<file path="src/rtl/vgroup_sequencer.sv">
// vgroup_sequencer: splits one vector instruction into per-register micro-ops over its LMUL group
module vgroup_sequencer #(
    parameter int VLEN  = 64,
    parameter int NREGS = 32
) (
    input  logic                     clk,
    input  logic                     rst,
    input  logic                     in_valid,
    output logic                     in_ready,
    input  logic [$clog2(NREGS)-1:0] in_raA,
    input  logic [$clog2(NREGS)-1:0] in_raB,
    input  logic [$clog2(NREGS)-1:0] in_wa,
    input  logic [2:0]               in_sew_enc,
    input  logic [2:0]               in_lmul_enc,
    input  logic [7:0]               in_vl,
    output logic                     uop_valid,
    input  logic                     uop_ready,
    output logic [$clog2(NREGS)-1:0] uop_raA,
    output logic [$clog2(NREGS)-1:0] uop_raB,
    output logic [$clog2(NREGS)-1:0] uop_wa,
    output logic [3:0]               uop_elem_cnt,
    output logic                     uop_first,
    output logic                     uop_last,
    output logic                     done,
    output logic                     err,
    output logic                     busy
);
    localparam int RW = $clog2(NREGS);
    localparam logic [7:0] EPR_MAX = 8'(VLEN / 8);

    typedef enum logic {IDLE, ISSUE} state_t;
    state_t state, state_nx;

    logic [1:0]    g_log;
    logic [RW-1:0] mask;
    logic [7:0]    epr_in, vlmax, eff_vl, rem, epr, cnt;
    logic          bad, accept, hs, last, first;

    // fractional LMUL occupies a single register
    assign g_log  = in_lmul_enc[2] ? 2'd0 : in_lmul_enc[1:0];
    assign mask   = (RW'(1) << g_log) - RW'(1);
    assign epr_in = EPR_MAX >> in_sew_enc[1:0];
    assign vlmax  = epr_in << g_log;
    assign eff_vl = in_vl < vlmax ? in_vl : vlmax;
    assign bad    = in_sew_enc[2] || in_lmul_enc == 3'd4 || |((in_raA | in_raB | in_wa) & mask);
    assign accept = in_valid && in_ready;
    assign cnt    = rem < epr ? rem : epr;
    assign last   = rem <= epr;
    assign hs     = uop_valid && uop_ready;

    assign in_ready     = state == IDLE;
    assign busy         = state == ISSUE;
    assign uop_valid    = state == ISSUE;
    assign uop_elem_cnt = uop_valid ? 4'(cnt) : 4'd0;
    assign uop_last     = uop_valid && last;
    assign uop_first    = uop_valid && first;

    always_comb begin
        state_nx = state;
        if (state == IDLE)
            state_nx = accept && !bad && eff_vl != 8'd0 ? ISSUE : IDLE;
        else
            state_nx = hs && last ? IDLE : ISSUE;
    end

    always_ff @(posedge clk or negedge rst) begin
        if (!rst) begin
            state   <= IDLE;
            uop_raA <= '0;
            uop_raB <= '0;
            uop_wa  <= '0;
            rem     <= '0;
            epr     <= '0;
            first   <= 1'b0;
            done    <= 1'b0;
            err     <= 1'b0;
        end else begin
            state <= state_nx;
            done  <= 1'b0;
            err   <= 1'b0;
            if (accept) begin
                if (bad)
                    err <= 1'b1;
                else if (eff_vl == 8'd0)
                    done <= 1'b1;
                else begin
                    uop_raA <= in_raA;
                    uop_raB <= in_raB;
                    uop_wa  <= in_wa;
                    rem     <= eff_vl;
                    epr     <= epr_in;
                    first   <= 1'b1;
                end
            end
            if (hs) begin
                uop_raA <= uop_raA + RW'(1);
                uop_raB <= uop_raB + RW'(1);
                uop_wa  <= uop_wa + RW'(1);
                rem     <= rem - cnt;
                first   <= 1'b0;
                done    <= last;
            end
        end
    end
endmodule

</file>
<file path="config.mk">
export PLATFORM = sky130hd
export DESIGN_NAME = vgroup_sequencer
export DESIGN_NICKNAME = d
export VERILOG_FILES = /design/src/rtl/vgroup_sequencer.sv
export SDC_FILE = /design/constraint.sdc
export NUM_CORES = 1
export LEC_CHECK = 0
export ABC_AREA = 1
export BUFFER_PORTS_ARGS = -buffer_cell sky130_fd_sc_hd__buf_4
export CORE_MARGIN = 3
export CORE_UTILIZATION = 49
export DETAILED_ROUTE_END_ITERATION = 8
export GPL_TIMING_DRIVEN = 0
export PLACE_DENSITY_LB_ADDON = 0.12
export SYNTH_ARGS = -nofsm -noshare
export SYNTH_HDL_FRONTEND = slang
export SYNTH_SLANG_ARGS = --single-unit
</file>
<file path="constraint.sdc">
create_clock -name clk -period 2.7 [get_ports clk]
set_input_delay 0.27 -clock clk [delete_from_list [all_inputs] [get_ports clk]]
set_output_delay 0.27 -clock clk [all_outputs]
set_load 0.03 [all_outputs]
</file>
Yosys cells after proc, flatten, opt, wreduce, memory -nomap -nowiden:

Cells that the tools add are included.

* bits in registers: 35
* output and inout bits: 26
* bits of input ports: 33

* add/sub/neg operators: 5
* eq/ne operators: 3
* mux-type cells: 33
* reduce and logical (&&, ||, !) cells: 16
* shift-type cells: 3
* order comparisons: 3
* bitwise gates (word level): 6

Operators with widths (count)
* $mux W5: 12
* $mux W8: 6
* $lt A8 B8 Y1: 2
* $add A5 B1 Y5 const B: 3
* $mux W1: 13
* $or A5 B5 Y5: 2
* $le A8 B8 Y1: 1
* $logic_not A8 Y1: 1
* $reduce_bool A8 Y1: 1
* $shl A8 B2 Y8: 1
* $shr A4 B2 Y8 const A: 1
* $sub A8 B8 Y8: 1
* $logic_and A1 B1 Y1: 7
* $reduce_and A3 Y1: 2
* $and A5 B5 Y5: 1
* $reduce_or A5 Y1: 1
* $shl A1 B2 Y5 const A: 1
* $sub A5 B2 Y5 const B: 1
* $mux W4: 1
* $eq A3 B3 Y1 const B: 1
* $not A1 Y1: 3
* $logic_or A1 B1 Y1: 2
* $mux W2: 1
* $ne A2 B1 Y1 const B: 1
* other kinds (3): 3

Longest topological paths before layout:

Gate-level depths: netlist of the first run.

* word-level depth: 11
* gate-level depth with buffers: 23
* mapped depth without buffers: 22

Least setup slack after synthesis of the first run:

OpenSTA, ideal clock, no wires.

* kind: register to register
* start: reg rem[1]
* end: reg rem[6]
* buffers on the path: 0
* clock period less this slack: 2800 ps
* slack: -100 ps
* cell stages (with the launch flop): 21
* data required time: 2583 ps
* setup time: 117 ps
* arrival: 2683 ps
* cell sequence: dfrtp_1 > ha_1 > inv_1 > nor2_1 > o21ai_0 > nand3_1 > inv_1 > or2_2 > inv_1 > a21oi_1 > ha_1 > fa_1 > nor2_1 > a211oi_1 > inv_1 > nor2_1 > nand2_1 > xor2_1 > o21ai_0 > nand2_1 > nand2_1

* longest elaborated chain between the ends: 4

RTL lines
* start: declaration: RTL line 36 `logic [7:0] epr_in, vlmax, eff_vl, rem, epr, cnt;`
* start signal: assignment: RTL line 90 `rem <= eff_vl;`
* start signal: assignment: RTL line 99 `rem <= rem - cnt;`
* $lt A8 B8 Y1: RTL line 47 `assign cnt = rem < epr ? rem : epr;`
* $mux W8: RTL line 47
* $sub A8 B8 Y8 *: RTL line 99
* $mux W8 *: RTL line 95 `if (hs) begin`

Mark *: on every way between the ends. The rest lies on a longest branch, timed or not.
A chain may end at the register's enable or synchronous reset.

Worst setup path in the final report of the first run:

* start: reg epr[3]
* end: reg rem[6]

* longest elaborated chain between the ends: 4

RTL lines
* start: declaration: RTL line 36
* start signal: assignment: RTL line 91 `epr <= epr_in;`
* $lt A8 B8 Y1: RTL line 47
* $mux W8 *: RTL line 47
* $sub A8 B8 Y8 *: RTL line 99
* $mux W8 *: RTL line 95

Marked as above.

==> qor.txt, run 1 <==
Max-cap violations -> 0
Post-synth EDFFs -> 0
ys flop type -> dfrtp_1
H-tree depth -> 2
synth cell count leaders -> nand2_1, nand3_1, o21ai_0
initial antenna violation count -> 0
Arrival @ worst endpoint -> 3.17 ns
Distinct cells, synth -> 33
# IOs -> 59
Rows -> 25
fraction of registers with async set or reset after synthesis -> 100.0%
Post-Syn Instances -> 357
RSZ-0062 raised after global routing -> yes
Netlist Area Pre-Place -> 0.002465 mm2
Syn-to-layout area delta -> 45.18%
Tot GR Track Use -> 24.98%
antenna-violating nets left -> 0
DR iter-0 viols -> 257
TritonCTS clock tree -> built
DRC -> 0
vias in the first global route -> 2550
share of cells above drive strength 1 -> 34.36%
nets@finish -> 504
Final Worst Setup Slack -> -0.2888 ns
Synth area leaders -> dfrtp_1, nand2_1, ha_1
Seq cells post-synth -> 31
CP Capture Type -> flip-flop
Syn Nets -> 408
Clock Path Buffers -> 2
die width -> 76.93 um
fillers -> 380
outcome -> finished with violations
WS Path Type -> reg -> reg
Clock Skews -> 0.003838 ns
drt pass-1 iters -> 5
sequential area share after synthesis -> 31.47%
die area -> 0.005917 mm2
Clock Sinks -> 31
crit share post-route -> 110.7%
min cycle time layout -> 2.989 ns
routability cong. -> 0.9345
# setup viols final -> 6
GRT overflow -> 0
WL met1 -> 3.332 mm
hpwl dp -> 5.142 mm
Hold WS -> 0.2473 ns
total core area -> 0.004786 mm2
Rel. slew slack -> 64.41%
Least-Margin Pin Slew -> 0.5338 ns
peak supply drop -> 0.0006661 V
setup TNS -> -1.208 ns
Final Hold Vio Count -> 0
CP required -> 2.88 ns
met3 routed WL -> 627 um
total number of vias -> 2876
worst hold-check path type -> in -> reg
Synth Area per Inst -> 6.904 um2
count leader, synth -> nand2_1
Worst setup SP type -> flip-flop
routed wire length -> 8.167 mm
max-slew violations -> 0
met2 WL -> 3.984 mm
initial core utilization -> 51.50%
Lkg Pwr -> 1.857 nW
CTS buffer count -> 5
most area-hungry cell type in the Yosys netlist -> dfrtp_1
first-pass GRT wire length -> 11.92 mm
number of diodes -> 0
Worst-path clk slew -> 0.07 ns
PwrDens -> 1329 mW/mm2
Die H -> 76.93 um
failing checks -> setup timing
largest net degree at the start of global routing -> 32
CTS root buf -> clkbuf_8
Via density -> 5.520
Finished Core Util -> 74.77%
Max Used Layer -> met4
FMAX -> 0.3346 GHz
wire per inst -> 15.68 um
CP max FO -> 4
Port Buf Inserts -> 58
top-area cell type share of the netlist area -> 31.47%
Synthesis Warnings -> 0
latest clock arrival within the worst-skew pair -> 0.29 ns
-- cell usage in the layout (no fill, tap or decap), types with 9 or more instances in the layout --
cell	synthesis	final
nor2_1	18	13
nand3_1	37	35
inv_1	30	23
inv_2	3	10
ha_1	17	10
nand2_1	119	115
dfrtp_1	31	30
buf_4	4	83
o21ai_0	35	22
o21ai_1	2	9
-- kinds of logic after synthesis --
logic type	count (synthesis)	share of synthesized area [%]
muxes	1	0.4061
DFF	31	31.47
buffers and inverters	46	8.223
adders and majority gates	18	9.441
xor gates and xnor gates	9	3.198
and+or+nand+nor	195	34.72
AOI/OAI and AO/OA	57	12.54
-- state kept, by name, indices dropped and copies added (netlist names) --
signal / cells
done: 1
uop_raB: 5
first: 1
uop_wa: 5
busy: 1
err: 1
uop_raA: 5
rem: 8
epr: 4
-- power breakdown --
part	internal [mW]	total, mW	switching (mW)
combinational	1.54	3.41	1.88
sequential	0.668	0.918	0.250
clock	0.233	0.425	0.192
-- path summary, 6_finish.rpt --
path	startpoint	endpoint	slack [ns]	cells past startpoint
max	epr[3]	rem[6]	-0.29	21
min	in_valid	err	0.25	3
max reg2reg	epr[3]	rem[6]	-0.29	21
min reg2reg	rem[0]	rem[0]	0.51	2
max in group asynchronous	rst	rem[3]	1.91	2
min in group asynchronous	rst	rem[2]	0.46	2
-- final cells by class --
cell class                      instances  area (um2)  area share (%)
Clock buffer                            8       100.1           2.797
Sequential cell                        31       777.0           21.71
Inverter                               34       127.6           3.566
Timing Repair Buffer                   88       694.4           19.41
Tap cell                               67       83.83           2.343
Multi-Input combinational cell        281        1705           47.66
Buffer                                 12       90.09           2.517
-- worst max-delay path, cell delays in order (launching register included) --
cell	delay (ns)
dfrtp_1	0.40
inv_2	0.08
ha_4	0.27
nand2_1	0.07
inv_1	0.08
o21ai_2	0.08
nand3_2	0.15
inv_2	0.06
or2_4	0.22
inv_2	0.06
a21oi_2	0.03
ha_2	0.19
fa_2	0.37
nor2_2	0.16
a211oi_2	0.05
inv_1	0.09
nor2_2	0.04
nand2_1	0.08
xor2_1	0.18
o21ai_1	0.09
nand2_1	0.09
nand2_1	0.06
-- layer usage --
metal / GRT usage (%) / up-vias
met2: 41.64 / 148
met1: 32.94 / 1337
li1: - / 1367
met3: 4.460 / 24
met4: 7.428 / 0
met5: 0 / -
-- metrics by stage --
stage / cells / power [mW] / area, um2 / worst slack (ns)
final: 521 / 4.756 / 3578 / -0.2888
after global placement: 482 / 3.076 / 2997 / -0.2462
after detailed placement: 482 / 3.137 / 2997 / -0.3407
after CTS: 503 / 3.866 / 3236 / -0.1573
after floorplan: 357 / 2.455 / 2477 / 0.04585
after global routing: 521 / 5.075 / 3578 / -0.4293
-- timing repair --
| item | in CTS | in global routing |
|---|---|---|
| gates resized for setup | 13 | 51 |
| endpoints found under the hold margin | 31 | 0 |
| setup endpoints to repair | 5 | 29 |
| gates cloned | 0 | 2 |
| buffers inserted | 12 | 16 |
| pin swaps | 6 | 18 |
| hold buffers | 1 | 0 |
No activity file was read; power rests on OpenSTA's default activity.
==> run 2, diff against run 1 <==
--- a/config.mk
+++ b/config.mk
@@ -8,7 +8,7 @@
 export ABC_AREA = 1
 export BUFFER_PORTS_ARGS = -buffer_cell sky130_fd_sc_hd__buf_4
 export CORE_MARGIN = 3
-export CORE_UTILIZATION = 49
+export CORE_UTILIZATION = 50
 export DETAILED_ROUTE_END_ITERATION = 8
 export GPL_TIMING_DRIVEN = 0
 export PLACE_DENSITY_LB_ADDON = 0.12
==> constraint.sdc (replaced) <==
create_clock -name clk -period 3.71 [get_ports clk]
set_input_delay 0.371 -clock clk [delete_from_list [all_inputs] [get_ports clk]]
set_output_delay 0.371 -clock clk [all_outputs]
set_load 0.03 [all_outputs]
==> run 2 against run 1 <==
The run now ends clean. Final area decreased by 13%. Combinational power is 53% lower. Core utilization down 6.9 points. Largest power group unchanged. Clock skew increased by 0.011 ns. Non-clock buffer count shrank 30. Worst hold slack worse by 0.23 ns.
==> qor.txt, run 2 (synthesis gave the netlist of run 1 again) <==
drt pass-1 iters -> 5
# IOs -> 59
Clock Skews -> 0.01521 ns
TritonCTS clock tree -> built
switching portion of total power -> 49.17%
fillers -> 447
min cycle time layout -> 3.220 ns
most frequent cells in the layout -> nand2_1, buf_4, nand3_1
first-pass GRT wire length -> 10.90 mm
RSZ-0062 raised after global routing -> no
vias in the first global route -> 2349
antenna-violating nets left -> 0
Final Hold Vio Count -> 0
routability cong. -> 0.8607
crit share post-route -> 86.81%
pre-CTS WS -> 0.6035 ns
initial antenna violation count -> 0
CP max FO -> 8
die area -> 0.005808 mm2
total number of vias -> 2640
number of diodes -> 0
Switch Pwr -> 1.278 mW
Arrival @ worst endpoint -> 3.40 ns
routed wire length -> 6.574 mm
Largest Register -> rem
total core area -> 0.004564 mm2
nets@finish -> 473
outcome -> completed
hpwl dp -> 5.092 mm
Rows -> 24
CTS buffer count -> 5
H-tree depth -> 2
Worst setup SP type -> flip-flop
initial core utilization -> 54.00%
area of the multi-input gates -> 0.001486 mm2
Die H -> 76.21 um
# hold bufs at CTS -> 0
Rel. slew slack -> 65.09%
most common cell after layout, fill and taps aside -> nand2_1
latest clock arrival within the worst-skew pair -> 0.29 ns
WS Path Type -> reg -> reg
Lkg Pwr -> 1.685 nW
setup slack, reg-to-reg -> 0.49 ns
DR iter-0 viols -> 177
Tot GR Track Use -> 22.96%
Syn-to-layout area delta -> 25.74%
wire per inst -> 13.47 um
PwrDens -> 838.6 mW/mm2
die width -> 76.21 um
share of cells above drive strength 1 -> 20.57%
Final Worst Setup Slack -> 0.4895 ns
DRC -> 0
sequential share of power -> 24.7%
peak supply drop -> 0.0003647 V
# setup viols final -> 0
Clock Sinks -> 31
GRT overflow -> 0
CP Capture Type -> flip-flop
CP required -> 3.89 ns
Gate power share -> 61.7%
CTS root buf -> clkbuf_8
Register Area -> 775.7 um2
Port Buf Inserts -> 58
Via density -> 5.410
largest net degree at the start of global routing -> 32
setup TNS -> 0 ns
cts repair resizes -> 0
worst hold-check path type -> in -> async
post-CTS setup buffers -> 0
Max-cap violations -> 0
max-slew violations -> 0
Int Pwr -> 1.321 mW
number of flip-flops in the largest register -> 8
clock network power share -> 13.6%
FMAX -> 0.3105 GHz
Worst-path clk slew -> 0.07 ns
Least-Margin Pin Slew -> 0.5236 ns
Clock Path Buffers -> 2
## run 2: per-stage QoR
| stage | total power [mW] | utilization (%) | cell area (um2) | cells | hold WS (ns) |
|---|---|---|---|---|---|
| floorplan | 1.757 | - | 2465 | 357 | 0.07541 |
| global placement | 2.204 | 65.32 | 2982 | 480 | 0.3259 |
| detailed placement | 2.240 | 65.32 | 2982 | 480 | 0.3317 |
| CTS | 2.600 | 67.90 | 3099 | 488 | 0.01988 |
| global route | 2.820 | 67.90 | 3099 | 488 | 0.03484 |
| finish | 2.599 | 67.90 | 3099 | 488 | 0.01564 |
## run 2: worst paths after layout
kind	end	from	depth (start not counted)
hold reg to reg	epr[3]	epr[3]	2
hold / removal	uop_raA[1]	rst	1
max in group asynchronous	rem[7]	rst	1
setup / recovery	rem[6]	rem[1]	20
setup reg to reg	rem[6]	rem[1]	20
min in group clk	err	in_valid	3
## run 2: cell type report
class / instances / area share (%)
sequential: 31 / 25.03
buffer: 12 / 2.422
clock inverter: 2 / 1.130
multi-input combinational: 280 / 47.96
inverter: 34 / 4.118
timing repair buffer: 58 / 14.05
clock buffer: 6 / 2.665
tap: 65 / 2.624
## run 2: power groups by stage
stage	combinational, mW	sequential (mW)	clock (mW)
after floorplan	0.971	0.786	0
after detailed placement	1.59	0.648	0
after global placement	1.56	0.641	0
after CTS	1.61	0.642	0.353
final	1.60	0.642	0.353
after global routing	1.78	0.670	0.367
## run 2: worst max-delay path: stages (launching register included)
cell and delay [ns]:
dfrtp_1 0.43, ha_1 0.32, inv_1 0.04, nor2_1 0.07
o21ai_0 0.08, nand3_1 0.21, inv_1 0.11, or2_2 0.28
inv_1 0.07, a21oi_1 0.04, ha_1 0.21, fa_1 0.42
nor2_1 0.12, a211oi_1 0.05, inv_1 0.09, nor2_1 0.04
nand2_1 0.08, xor2_1 0.18, o21ai_0 0.11, nand2_1 0.11
nand2_1 0.05
## run 2: per-layer routing
metal	track usage (%)	up-vias	wire length, um
li1	-	1299	-
met5	0	-	0
met4	7.428	0	99
met3	3.310	11	336
met2	38.58	74	3149
met1	30.40	1256	2987
==> run 3, diff against run 2 <==
--- a/config.mk
+++ b/config.mk
@@ -7,6 +7,7 @@
 export LEC_CHECK = 0
 export ABC_AREA = 1
 export BUFFER_PORTS_ARGS = -buffer_cell sky130_fd_sc_hd__buf_4
+export CORE_ASPECT_RATIO = 1.2
 export CORE_MARGIN = 3
 export CORE_UTILIZATION = 50
 export DETAILED_ROUTE_END_ITERATION = 8
==> run 3 against run 2 <==
Maximum frequency increased by 2.1%. Sequential power increased by 0.6%. Critical path depth increased by 1. Clock power about the same. Sequential share of layout area increased by 0.071 points. Critical path type unchanged.
==> qor.txt, run 3 (synthesis gave the netlist of run 1 again) <==
DR iter-0 viols -> 170
total number of vias -> 2556
CTS root buf -> clkbuf_8
DRC -> 0
antenna-violating nets left -> 0
outcome -> completed
routed wire length -> 6.457 mm
CP Cell Sequence -> inv_1, ha_1, inv_1, nor2_1, o21ai_0, nand3_1, inv_1, or2_2, inv_1, a21oi_1, ha_1, fa_1, nor2_1, a211oi_1, inv_1, nor2_1, nand2_1, xor2_1, o21ai_0, nand2_1, nand2_1
Clock Skews -> 0.01041 ns
FF-to-FF End -> rem[6]
Clock Sinks -> 31
TritonCTS clock tree -> built
Worst setup SP type -> flip-flop
pre-CTS WS -> 0.5878 ns
Die H -> 82.92 um
latest clock arrival within the worst-skew pair -> 0.29 ns
total core area -> 0.004662 mm2
die area -> 0.005812 mm2
Worst-path clk slew -> 0.07 ns
routability cong. -> 0.9159
crit-path max cell delay -> 0.42 ns
Clock Path Buffers -> 2
finished layout cell area -> 0.003090 mm2
RSZ-0062 raised after global routing -> no
FMAX -> 0.3171 GHz
wire per inst -> 13.42 um
post-CTS setup buffers -> 0
H-tree depth -> 2
# hold bufs at CTS -> 0
number of diodes -> 0
Hold WS -> 0.01323 ns
crit share post-route -> 85.00%
PwrDens -> 843.2 mW/mm2
peak supply drop -> 0.0003518 V
CP max FO -> 8
Final Worst Setup Slack -> 0.5565 ns
Worst setup startpoint -> epr[1]
Worst R2R Start -> epr[1]
worst hold-check path type -> in -> async
number of flip-flops in the largest register -> 8
first-pass GRT wire length -> 11.34 mm
most frequent CP cell -> inv_1
nets@finish -> 473
most frequent cells in the layout -> nand2_1, buf_4, nand3_1
Port Buf Inserts -> 58
Max-cap violations -> 0
share of cells above drive strength 1 -> 20.57%
initial core utilization -> 52.87%
largest net degree at the start of global routing -> 32
Arrival @ worst endpoint -> 3.34 ns
Largest Register -> rem
cts repair resizes -> 0
area post-placement -> 0.002973 mm2
CP Capture Point -> rem[6]
setup TNS -> 0 ns
GRT overflow -> 0
drt pass-1 iters -> 4
CP required -> 3.90 ns
# IOs -> 59
Rel. slew slack -> 65.07%
most common cell after layout, fill and taps aside -> nand2_1
# setup viols final -> 0
Syn-to-layout area delta -> 25.38%
CTS buffer count -> 5
fillers -> 432
max-slew violations -> 0
Lkg Pwr -> 1.685 nW
CP Capture Type -> flip-flop
vias in the first global route -> 2500
Tot GR Track Use -> 23.71%
Reg2Reg Depth -> 21
initial antenna violation count -> 0
Slowest cell on crit path -> fa_1
hpwl dp -> 5.061 mm
WS Path Type -> reg -> reg
Least-Margin Pin Slew -> 0.5192 ns
Rows -> 27
Via density -> 5.314
min cycle time layout -> 3.153 ns
setup slack, reg-to-reg -> 0.56 ns
die width -> 70.10 um
Final Hold Vio Count -> 0
==> run 3: cell counts in the layout (fill, tap and decap cells not counted) <==
Identical to the previous run, type by type.
==> run 3: critical path: cells and delay by family, from the launching register on <==
family / cells / cell delay, ns
simple gates: 8 / 0.96
fa+ha+maj: 3 / 0.91
flops: 1 / 0.39
buf+inv: 5 / 0.37
compound gates: 4 / 0.26
xor+xnor: 1 / 0.15
==> run 3: per-stage QoR <==
step | total power [mW] | util (%) | std cells
floorplan | 1.757 | - | 357
global placement | 2.207 | 63.77 | 473
detailed placement | 2.251 | 63.77 | 473
CTS | 2.613 | 66.29 | 481
global route | 2.843 | 66.29 | 481
finish | 2.606 | 66.29 | 481
==> run 3: layout make-up <==
type | instances | area, um2 | area share [%]
tap | 58 | 72.57 | 2.348
inverter | 34 | 127.6 | 4.130
timing repair buffer | 58 | 435.4 | 14.09
clock inverter | 2 | 35.03 | 1.134
clock buffer | 6 | 82.58 | 2.672
sequential | 31 | 775.7 | 25.10
buffer | 12 | 75.07 | 2.429
multi-input combinational | 280 | 1486 | 48.10
==> run 3: how the worst min path moves through the flow <==
stage / endpoint / slack (ns) / depth (start not counted)
finish: uop_raA[1] / 0.01 / 1
floorplan: busy / 0.08 / 0
detailed placement: rem[2] / 0.33 / 1
global route: rem[6] / 0.03 / 1
global placement: rem[2] / 0.33 / 1
CTS: rem[6] / 0.02 / 1
==> run 3: where the power goes <==
group,leakage [nW],switching [mW],internal (mW)
registers,0.396,0.160,0.486
logic,1.23,0.988,0.622
clock network,0.0612,0.133,0.217
==> run 3: layer usage <==
metal / wire [um] / global-route usage, % / up-vias
li1: - / - / 1296
met3: 378 / 4.116 / 12
met5: 0 / 0 / -
met4: 121 / 7.666 / 0
met1: 2805 / 30.45 / 1168
met2: 3151 / 40.15 / 80
